## src/rtl/decode_scoreboard_pkg.sv

```systemverilog
// Shared decode-stage constants: result latencies and scoreboard defaults.
package decode_scoreboard_pkg;

  // Result latencies seen by decode (cycles before a dependent may issue)
  localparam int LAT_ALU  = 0;
  localparam int LAT_LOAD = 1;
  localparam int LAT_MUL  = 3;

  localparam int DEF_NUM_REGS = 32;
  localparam int DEF_MAX_LAT  = 4;

  // Counter width able to hold MAX_LAT+1 (the writeback-slot probe value)
  function automatic int lat_width(input int max_lat);
    return $clog2(max_lat + 2);
  endfunction

endpackage

```

## src/rtl/decode_scoreboard_sb_counter.sv

```systemverilog
// One per-register countdown: loads the issue latency, then decrements to zero.
module decode_scoreboard_sb_counter #(
  parameter int LAT_W = 3
) (
  input  logic             i_clk,
  input  logic             i_rst,
  input  logic             i_hold,
  input  logic             i_load,
  input  logic [LAT_W-1:0] i_load_val,
  output logic [LAT_W-1:0] o_cnt
);

  logic [LAT_W-1:0] r_cnt;

  // Frozen while held; a fresh load wins over the decrement
  always_ff @(posedge i_clk) begin
    if (i_rst) begin
      r_cnt <= '0;
    end else if (!i_hold) begin
      if (i_load)
        r_cnt <= i_load_val;
      else if (r_cnt != '0)
        r_cnt <= r_cnt - LAT_W'(1);
    end
  end

  assign o_cnt = r_cnt;

endmodule

```

## src/rtl/decode_scoreboard.sv

```systemverilog
// Decode-stage register scoreboard: RAW / WAW / writeback-port stall detection
// for results of latency 0..MAX_LAT, plus a saturating stall-cycle counter.
module decode_scoreboard
  import decode_scoreboard_pkg::*;
#(
  parameter int NUM_REGS = DEF_NUM_REGS,
  parameter int ADDR_W   = $clog2(NUM_REGS),
  parameter int MAX_LAT  = DEF_MAX_LAT,
  parameter int LAT_W    = lat_width(MAX_LAT),
  parameter int PERF_W   = 32
) (
  input  logic                i_clk,
  input  logic                i_rst,
  input  logic                i_issue_valid,
  input  logic                i_hold,
  input  logic [ADDR_W-1:0]   i_src0_addr,
  input  logic [ADDR_W-1:0]   i_src1_addr,
  input  logic                i_src0_rd,
  input  logic                i_src1_rd,
  input  logic [ADDR_W-1:0]   i_dst_addr,
  input  logic                i_dst_we,
  input  logic [LAT_W-1:0]    i_issue_lat,
  output logic                o_stall,
  output logic                o_stall_raw,
  output logic                o_stall_waw,
  output logic                o_stall_wb,
  output logic                o_issue_fire,
  output logic [NUM_REGS-1:0] o_busy_vec,
  output logic [PERF_W-1:0]   o_stall_count
);

  logic [LAT_W-1:0]  w_cnt [NUM_REGS];
  logic [LAT_W-1:0]  w_lat_p1;
  logic              w_wb_hit;
  logic              w_load_en;
  logic [PERF_W-1:0] r_stall_count;

  // r0 is hardwired zero and never tracked
  assign w_cnt[0] = '0;

  // Only latency>0 writes to a real register occupy a slot
  assign w_load_en = o_issue_fire && i_dst_we && (i_dst_addr != '0) && (i_issue_lat != '0);

  genvar r;
  generate
    for (r = 1; r < NUM_REGS; r++) begin : g_cnt
      decode_scoreboard_sb_counter #(.LAT_W(LAT_W)) u_cnt (
        .i_clk      (i_clk),
        .i_rst      (i_rst),
        .i_hold     (i_hold),
        .i_load     (w_load_en && (i_dst_addr == ADDR_W'(r))),
        .i_load_val (i_issue_lat),
        .o_cnt      (w_cnt[r])
      );
    end
  endgenerate

  // A pending result at cnt == lat+1 would share the writeback slot with this one
  assign w_lat_p1 = i_issue_lat + LAT_W'(1);

  // Busy vector and writeback-slot probe across all registers
  always_comb begin
    o_busy_vec = '0;
    w_wb_hit   = 1'b0;
    for (int i = 0; i < NUM_REGS; i++) begin
      o_busy_vec[i] = (w_cnt[i] != '0);
      if (w_cnt[i] == w_lat_p1) w_wb_hit = 1'b1;
    end
  end

  // Hazard decode; the own-destination check uses the pre-issue counter
  always_comb begin
    o_stall_raw  = (i_src0_rd && (w_cnt[i_src0_addr] != '0)) ||
                   (i_src1_rd && (w_cnt[i_src1_addr] != '0));
    o_stall_waw  = i_dst_we && (i_dst_addr != '0) && (w_cnt[i_dst_addr] != '0);
    o_stall_wb   = i_dst_we && w_wb_hit;
    o_stall      = i_issue_valid && (o_stall_raw || o_stall_waw || o_stall_wb);
    o_issue_fire = i_issue_valid && !o_stall && !i_hold;
  end

  // Saturating count of un-held stalled cycles
  always_ff @(posedge i_clk) begin
    if (i_rst)
      r_stall_count <= '0;
    else if (o_stall && !i_hold && (r_stall_count != '1))
      r_stall_count <= r_stall_count + PERF_W'(1);
  end

  assign o_stall_count = r_stall_count;

endmodule

```

## config.mk

```make
export PLATFORM = sky130hd
export DESIGN_NAME = decode_scoreboard
export DESIGN_NICKNAME = d
export VERILOG_FILES = /design/src/rtl/decode_scoreboard_pkg.sv /design/src/rtl/decode_scoreboard_sb_counter.sv /design/src/rtl/decode_scoreboard.sv
export SDC_FILE = /design/constraint.sdc
export NUM_CORES = 1
export LEC_CHECK = 0
export BUFFER_PORTS_ARGS = -buffer_cell sky130_fd_sc_hd__clkbuf_2
export CORE_ASPECT_RATIO = 0.75
export CORE_MARGIN = 2
export CORE_UTILIZATION = 25
export DETAILED_ROUTE_END_ITERATION = 8
export HOLD_SLACK_MARGIN = 0.1
export PLACE_DENSITY = 0.5
export RECOVER_POWER = 50
export SKIP_CTS_REPAIR_TIMING = 1
export SYNTH_ARGS = -nofsm -noshare
export SYNTH_HDL_FRONTEND = slang
export SYNTH_SLANG_ARGS = --single-unit
export TNS_END_PERCENT = 20
```

## constraint.sdc

```tcl
create_clock -name i_clk -period 5.5 [get_ports i_clk]
set_input_delay 1.1 -clock i_clk [delete_from_list [all_inputs] [get_ports i_clk]]
set_output_delay 1.1 -clock i_clk [all_outputs]
set_load 0.005 [all_outputs]
```

==> impl_results.md, run 1 <==
* Run status: finished, violations left
* Failing checks: capacitance limit, slew limit
* YS warnings at 0
* Ant. Diodes at 0
* Synth-to-layout area growth at 13.8%
* R2r setup slk at 0.94 ns
* Maximum fanout along the worst path at 11
* Die W at 243 um
* Post-synthesis net count at 1504
* Placed insts at 2001
* Largest net degree at the start of global routing at 59
* Placement Setup Slack at 0.256 ns
* Die height at 184 um
* PD cells at 370 nW/um^2
* Clk slew on worst S/H paths at 0.06 ns
* Critical path type: in2out
* Clk Latency, worst-skew pair at 0.46 ns
* Vias in the first global route at 10472
* Fillers at 4524
* Global-route usage over all layers at 0.197
* Hold Path Cell Cnt at 2
* Synth top area cells: dfxtp_1 23%, ha_1 7.7%, a21oi_1 4.4%, inv_1 3.9%, xnor2_1 3.9%
* Core box area at 42200 sq um
* Worst r2r path cells at 11
* Relative slew margins at -0.0580
* Die area at 44700 sq um
* Ys flop type: dfxtp_1
* Post-route cell area at 12200 sq um
* Unique masters post-synth at 76
* EDFF count, synth at 0
* Layout cell share with drive strength beyond 1 at 0.103
* Syn Std Cell Area at 10800 sq um
* Vias per cell at 5.65
* Cell area after placement at 11800 sq um
* Crit path DAT at 4.18 ns
* Worst reg2reg path startpoint: g_cnt[14].u_cnt.o_cnt[0]$_SDFFE_PP0P_
* Skew final at 0.0167 ns
* Count leader, synth: dfxtp_1
* Post-synthesis sequential area ratio at 0.233
* ANT nets after route at 0
* Hold Path Origin: o_stall_count[21]$_SDFFE_PP0P_
* Synth area leader: dfxtp_1
* CTS tree: yes
* Avg Cell Area, Syn at 7.61 sq um
* Total grt overflow at 0
* Post-Syn Instances at 1413
* Initial antenna violation count at 1
* CP Capture Type: primary output
* RSZ-0062 raised after global routing: no
* Setup TNS at 0 ns
* Top Ports at 94
* Worst slew pin tran at 1.59 ns
* DP Wirelength at 32700 um
* Via count at 11479
* Post-synth ARST share at 0
* Initial drt markers at 1131
* Period minus WS final at 5.28 ns
* Worst min path class: reg2reg
* F_max at 189 MHz
* Final std cells w/o fill at 2031
* Final setup vio count at 0
* Final period util at 0.961
* Max Cap Viol at 1
* WHS Endpoint: o_stall_count[21]$_SDFFE_PP0P_
* I/O Buffers at 92
* Crit start category: input pin
* First-pass GRT wire length at 67100 um
* H-Tree Depth at 4
* Peak supply drop at 243 uV
* Worst setup margin at 0.216 ns
* NumNets Final at 1542
* DR pass1 iterations at 5
* Final hold viol count at 0
* Register area at 2500 sq um
* Num rows at 65
* Pleak at 0.00423 uW
* R2R Path End: o_stall_count[27]$_SDFFE_PP0P_
* Gp weighted congestion at 0.979
* Worst Path Required at 4.40 ns
* Initial core utilization at 0.255
* Final slew viol count at 39
* Clock root cell: clkbuf_16
* Per-cell routed wire length at 22.0 um
* Synth Register Bits at 125
* Top cells by instance count after synthesis: 125 x dfxtp_1, 112 x inv_1, 94 x a21oi_1, 78 x nand3_1, 78 x o21ai_0
* Clock sink count at 125
* CTS Buf Count at 17
* DRC Markers at 0
* Area occupied by multi-input gates at 7340 sq um
* Final wirelength at 44600 um
* Clock Tree Buf Depth at 2
* Area fraction of the dominant cell type after synthesis at 0.233
* Final core utilization at 0.290
cells by family after synthesis:
kind of cell,count (synthesis),share of synthesized area
other,1,0.000349
AO/OA/AOI/OAI,390,0.241
flip-flops,125,0.233
adder cells (fa/ha/maj),66,0.0768
multiplexers,41,0.0512
buffers and inverters,226,0.0852
AND/OR/NAND/NOR,483,0.247
XOR/XNOR,81,0.0660
stage by stage:
step / total power, uW / hold slack (ns)
2_1_floorplan: 2660 / 0.485
3_3_place_gp: 3370 / 0.489
3_5_place_dp: 3380 / 0.515
4_1_cts: 4540 / 0.523
5_1_grt: 4860 / 0.546
6_report: 4530 / 0.523
report_power, final:
| part | internal (uW) | switching [uW] |
|---|---|---|
| clock network | 696 | 446 |
| logic | 785 | 1220 |
| registers | 1060 | 329 |
worst max-delay path, cell delays in order:
cell and delay (ns):
clkbuf_2 0.14, inv_1 0.10, ha_2 0.54, buf_4 0.26, xnor2_1 0.08, a31oi_1 0.38, nand4_1 0.22, nor4_1 0.51
a21oi_1 0.30, nor2_1 0.16, buf_4 0.15, and2_1 0.12, clkbuf_2 0.11
state kept, by name (all words and copies together) (netlist names):
register,count
g_cnt.u_cnt.o_cnt,93
o_stall_count,32
layer usage:
layer	vias to the layer above	GRT usage	routed length (um)
li1	5325	-	-
met1	5564	0.287	21200
met2	510	0.272	17900
met3	78	0.0555	4180
met4	2	0.0751	1350
met5	-	0	11
final cells by class:
type	count	area share
clock buffers	24	0.0394
clock inverters	6	0.00705
inverters	114	0.0350
multi-input cells	1062	0.600
flip-flops and latches	125	0.204
well taps	569	0.0582
repair buffers	131	0.0563
cell usage in the layout (no fill, tap or decap), types with 48 or more instances in the layout:
master | synthesis | layout
dfxtp_1 | 125 | 125
inv_1 | 112 | 112
a21oi_1 | 94 | 94
o21ai_0 | 78 | 78
nand3_1 | 78 | 78
nor3_1 | 70 | 70
nand2_1 | 67 | 67
ha_1 | 66 | 65
nor2_1 | 60 | 60
clkbuf_1 | 77 | 50
o211ai_1 | 49 | 49
xnor2_1 | 48 | 48
how the worst max path moves through the flow:
stage / from / end / cells past startpoint
2_1_floorplan: i_issue_lat[0] / o_issue_fire / 12
3_3_place_gp: i_issue_lat[0] / g_cnt[3].u_cnt.o_cnt[2]$_SDFFE_PP0P_ / 14
3_5_place_dp: i_issue_lat[0] / g_cnt[3].u_cnt.o_cnt[2]$_SDFFE_PP0P_ / 14
4_1_cts: i_issue_lat[0] / o_issue_fire / 13
5_1_grt: i_issue_lat[0] / o_issue_fire / 15
6_report: i_issue_lat[0] / o_issue_fire / 13
(Power assumes the default switching activity.)
==> inputs of run 2 (changes only) <==
Settings changed: CORE_MARGIN 2 to 4.
==> run 2 against run 1 <==
Compared with the run above: register-to-register slack better by 0.02 ns; die area up 3.9%; the flow still finishes with violations (capacitance limit, slew limit); core utilization decreased by 0.091 points; sequential share of layout area about the same; final area fell by 0.12%; combinational power about the same; via count shrank 0.42%; largest cell class unchanged; hold slack got worse by 0.0049 ns.
==> impl_results.md, run 2 (same netlist as run 1, synthesis figures left out) <==
* H-Tree Depth at 4
* First-pass GRT wire length at 67300 um
* Period minus WS final at 5.13 ns
* Family with the most delay on the worst path: simple AND/OR/NAND/NOR gates
* Switching part of the total power at 0.450
* DR pass1 iterations at 5
* Final core utilization at 0.289
* Clk network pwr share at 0.241
* Maximum single-stage delay on the critical path at 0.42 ns
* Per-cell routed wire length at 21.9 um
* Final setup vio count at 0
* Max Cap Viol at 1
* CTS Buf Count at 17
* Setup TNS at 0 ns
* Die area at 46400 sq um
* Sw power at 2000 uW
* Crit start category: input pin
* CP Cell Sequence: clkbuf_2 > ha_1 > ha_1 > buf_12 > xor2_1 > nor4_1 > a31oi_1 > nand3_1 > a2111oi_0 > clkbuf_1 > a21oi_1 > nor2_1 > and2_1 > clkbuf_2
* Final Total Pwr at 4440 uW
* Crit path max-delay cell type: nor2_1
* Final hold viol count at 0
* Initial antenna violation count at 0
* Initial drt markers at 1084
* Clock Tree Buf Depth at 2
* Clock root cell: clkbuf_16
* Relative slew margins at -0.122
* Most common cell after layout, fill and taps aside: dfxtp_1
* CP bufs+invs at 4
* Global-route usage over all layers at 0.189
* Final slew viol count at 18
* PD cells at 363 nW/um^2
* DP Wirelength at 32200 um
* ANT nets after route at 0
* Crit path DAT at 4.03 ns
* GRT met3 Usage at 0.0360
* Fillers at 4643
* Worst Path Required at 4.40 ns
* I/O Buffers at 92
* Top Ports at 94
* Die height at 188 um
* Clk Latency, worst-skew pair at 0.46 ns
* Cell area after placement at 11800 sq um
* Total grt overflow at 0
* CP Capture Type: primary output
* Pleak at 0.00423 uW
* Initial core utilization at 0.254
* Maximum fanout along the worst path at 28
* RSZ-0062 raised after global routing: no
* Die W at 247 um
* Commonest non-fill, non-tap cells in the layout: 125 x dfxtp_1, 112 x inv_1, 94 x a21oi_1
* Vias in the first global route at 10612
* Largest net degree at the start of global routing at 58
* Vias per cell at 5.63
* Hold Path Origin: o_stall_count[21]$_SDFFE_PP0P_
* Clk slew on worst S/H paths at 0.06 ns
* Final wirelength at 44500 um
* Num rows at 65
* Core box area at 42300 sq um
* Gp weighted congestion at 0.969
* Seq pwr share at 0.309
* DRC Markers at 0
* Internal power at 2440 uW
* Synth-to-layout area growth at 13.7%
* Worst min path class: reg2reg
* Worst reg2reg path startpoint: g_cnt[15].u_cnt.o_cnt[0]$_SDFFE_PP0P_
* Peak supply drop at 222 uV
* Met1 Use GR at 0.284
* Post-route cell area at 12200 sq um
* Worst slew pin tran at 1.67 ns
* Critical path type: in2out
* F_max at 195 MHz
* Failing checks: capacitance limit, slew limit
* Clock sink count at 125
* Final period util at 0.932
* Max FFs per register at 93
* CTS tree: yes
* Most used routing layer: met1
* Hold_ws at 0.518 ns
* Layout cell share with drive strength beyond 1 at 0.103
* Run status: finished, violations left
* NumNets Final at 1543
* Via count at 11431
* Comb pwr share at 0.450
* Worst Setup SP: i_issue_lat[0]
* Ant. Diodes at 0
* Skew final at 0.0107 ns
* M2 GR Usage at 0.273
## run 2: changes by cell type in the layout (fill, tap and decap cells not counted), moves of 2 or more
cell        before  now
bufinv_16        2    0
nor4_2           5    1
nor4_1          44   49
clkinvlp_4       1    5
clkbuf_1        50   44
clkbuf_2        47   50
buf_12           0    4
buf_4           37   34
## run 2: layout make-up
| class | count | area, sq um | area share |
|---|---|---|---|
| multi-input combinational | 1062 | 7310 | 0.598 |
| sequential | 125 | 2500 | 0.205 |
| timing repair buffer | 132 | 751 | 0.0614 |
| tap | 569 | 712 | 0.0582 |
| clock buffer | 20 | 457 | 0.0374 |
| inverter | 114 | 428 | 0.0350 |
| clock inverter | 10 | 70.1 | 0.00573 |
## run 2: path summary, 6_finish.rpt
check	slack, ns	cells past startpoint	to
min	0.52	2	o_stall_count[21]$_SDFFE_PP0P_
max reg2reg	0.96	11	o_stall_count[1]$_SDFFE_PP0P_
min reg2reg	0.52	2	o_stall_count[21]$_SDFFE_PP0P_
max	0.37	14	o_issue_fire
## run 2: per-layer routing
metal,up-vias,share of wire
met3,50,0.075
met5,-,0
met1,5580,0.49
met4,0,0.019
met2,475,0.42
li1,5326,-
## run 2: worst reg2reg max path, cell delays in order (launching register included)
cell,delay [ns]
dfxtp_1,0.41
nor3_1,0.64
a21oi_1,0.15
o31a_1,0.26
o41ai_1,0.32
a211o_1,0.30
nand3_4,0.12
buf_4,0.25
o21ai_0,1.29
clkbuf_2,0.42
mux2i_1,0.20
nor2_1,0.05
## run 2: power by group through the flow
stage	logic [uW]	clock network (uW)	registers, uW
2_1_floorplan	1430	0	1230
3_3_place_gp	1970	0	1370
3_5_place_dp	2000	0	1370
4_1_cts	2010	1090	1350
5_1_grt	2240	1130	1390
6_report	2000	1070	1370
## run 2: per-stage QoR
stage	cells	setup slack (ns)
CTS	2032	0.127
floorplan	1413	0.834
global route	2032	0.0864
detailed placement	2002	0.151
global placement	2002	0.254
finish	2032	0.373
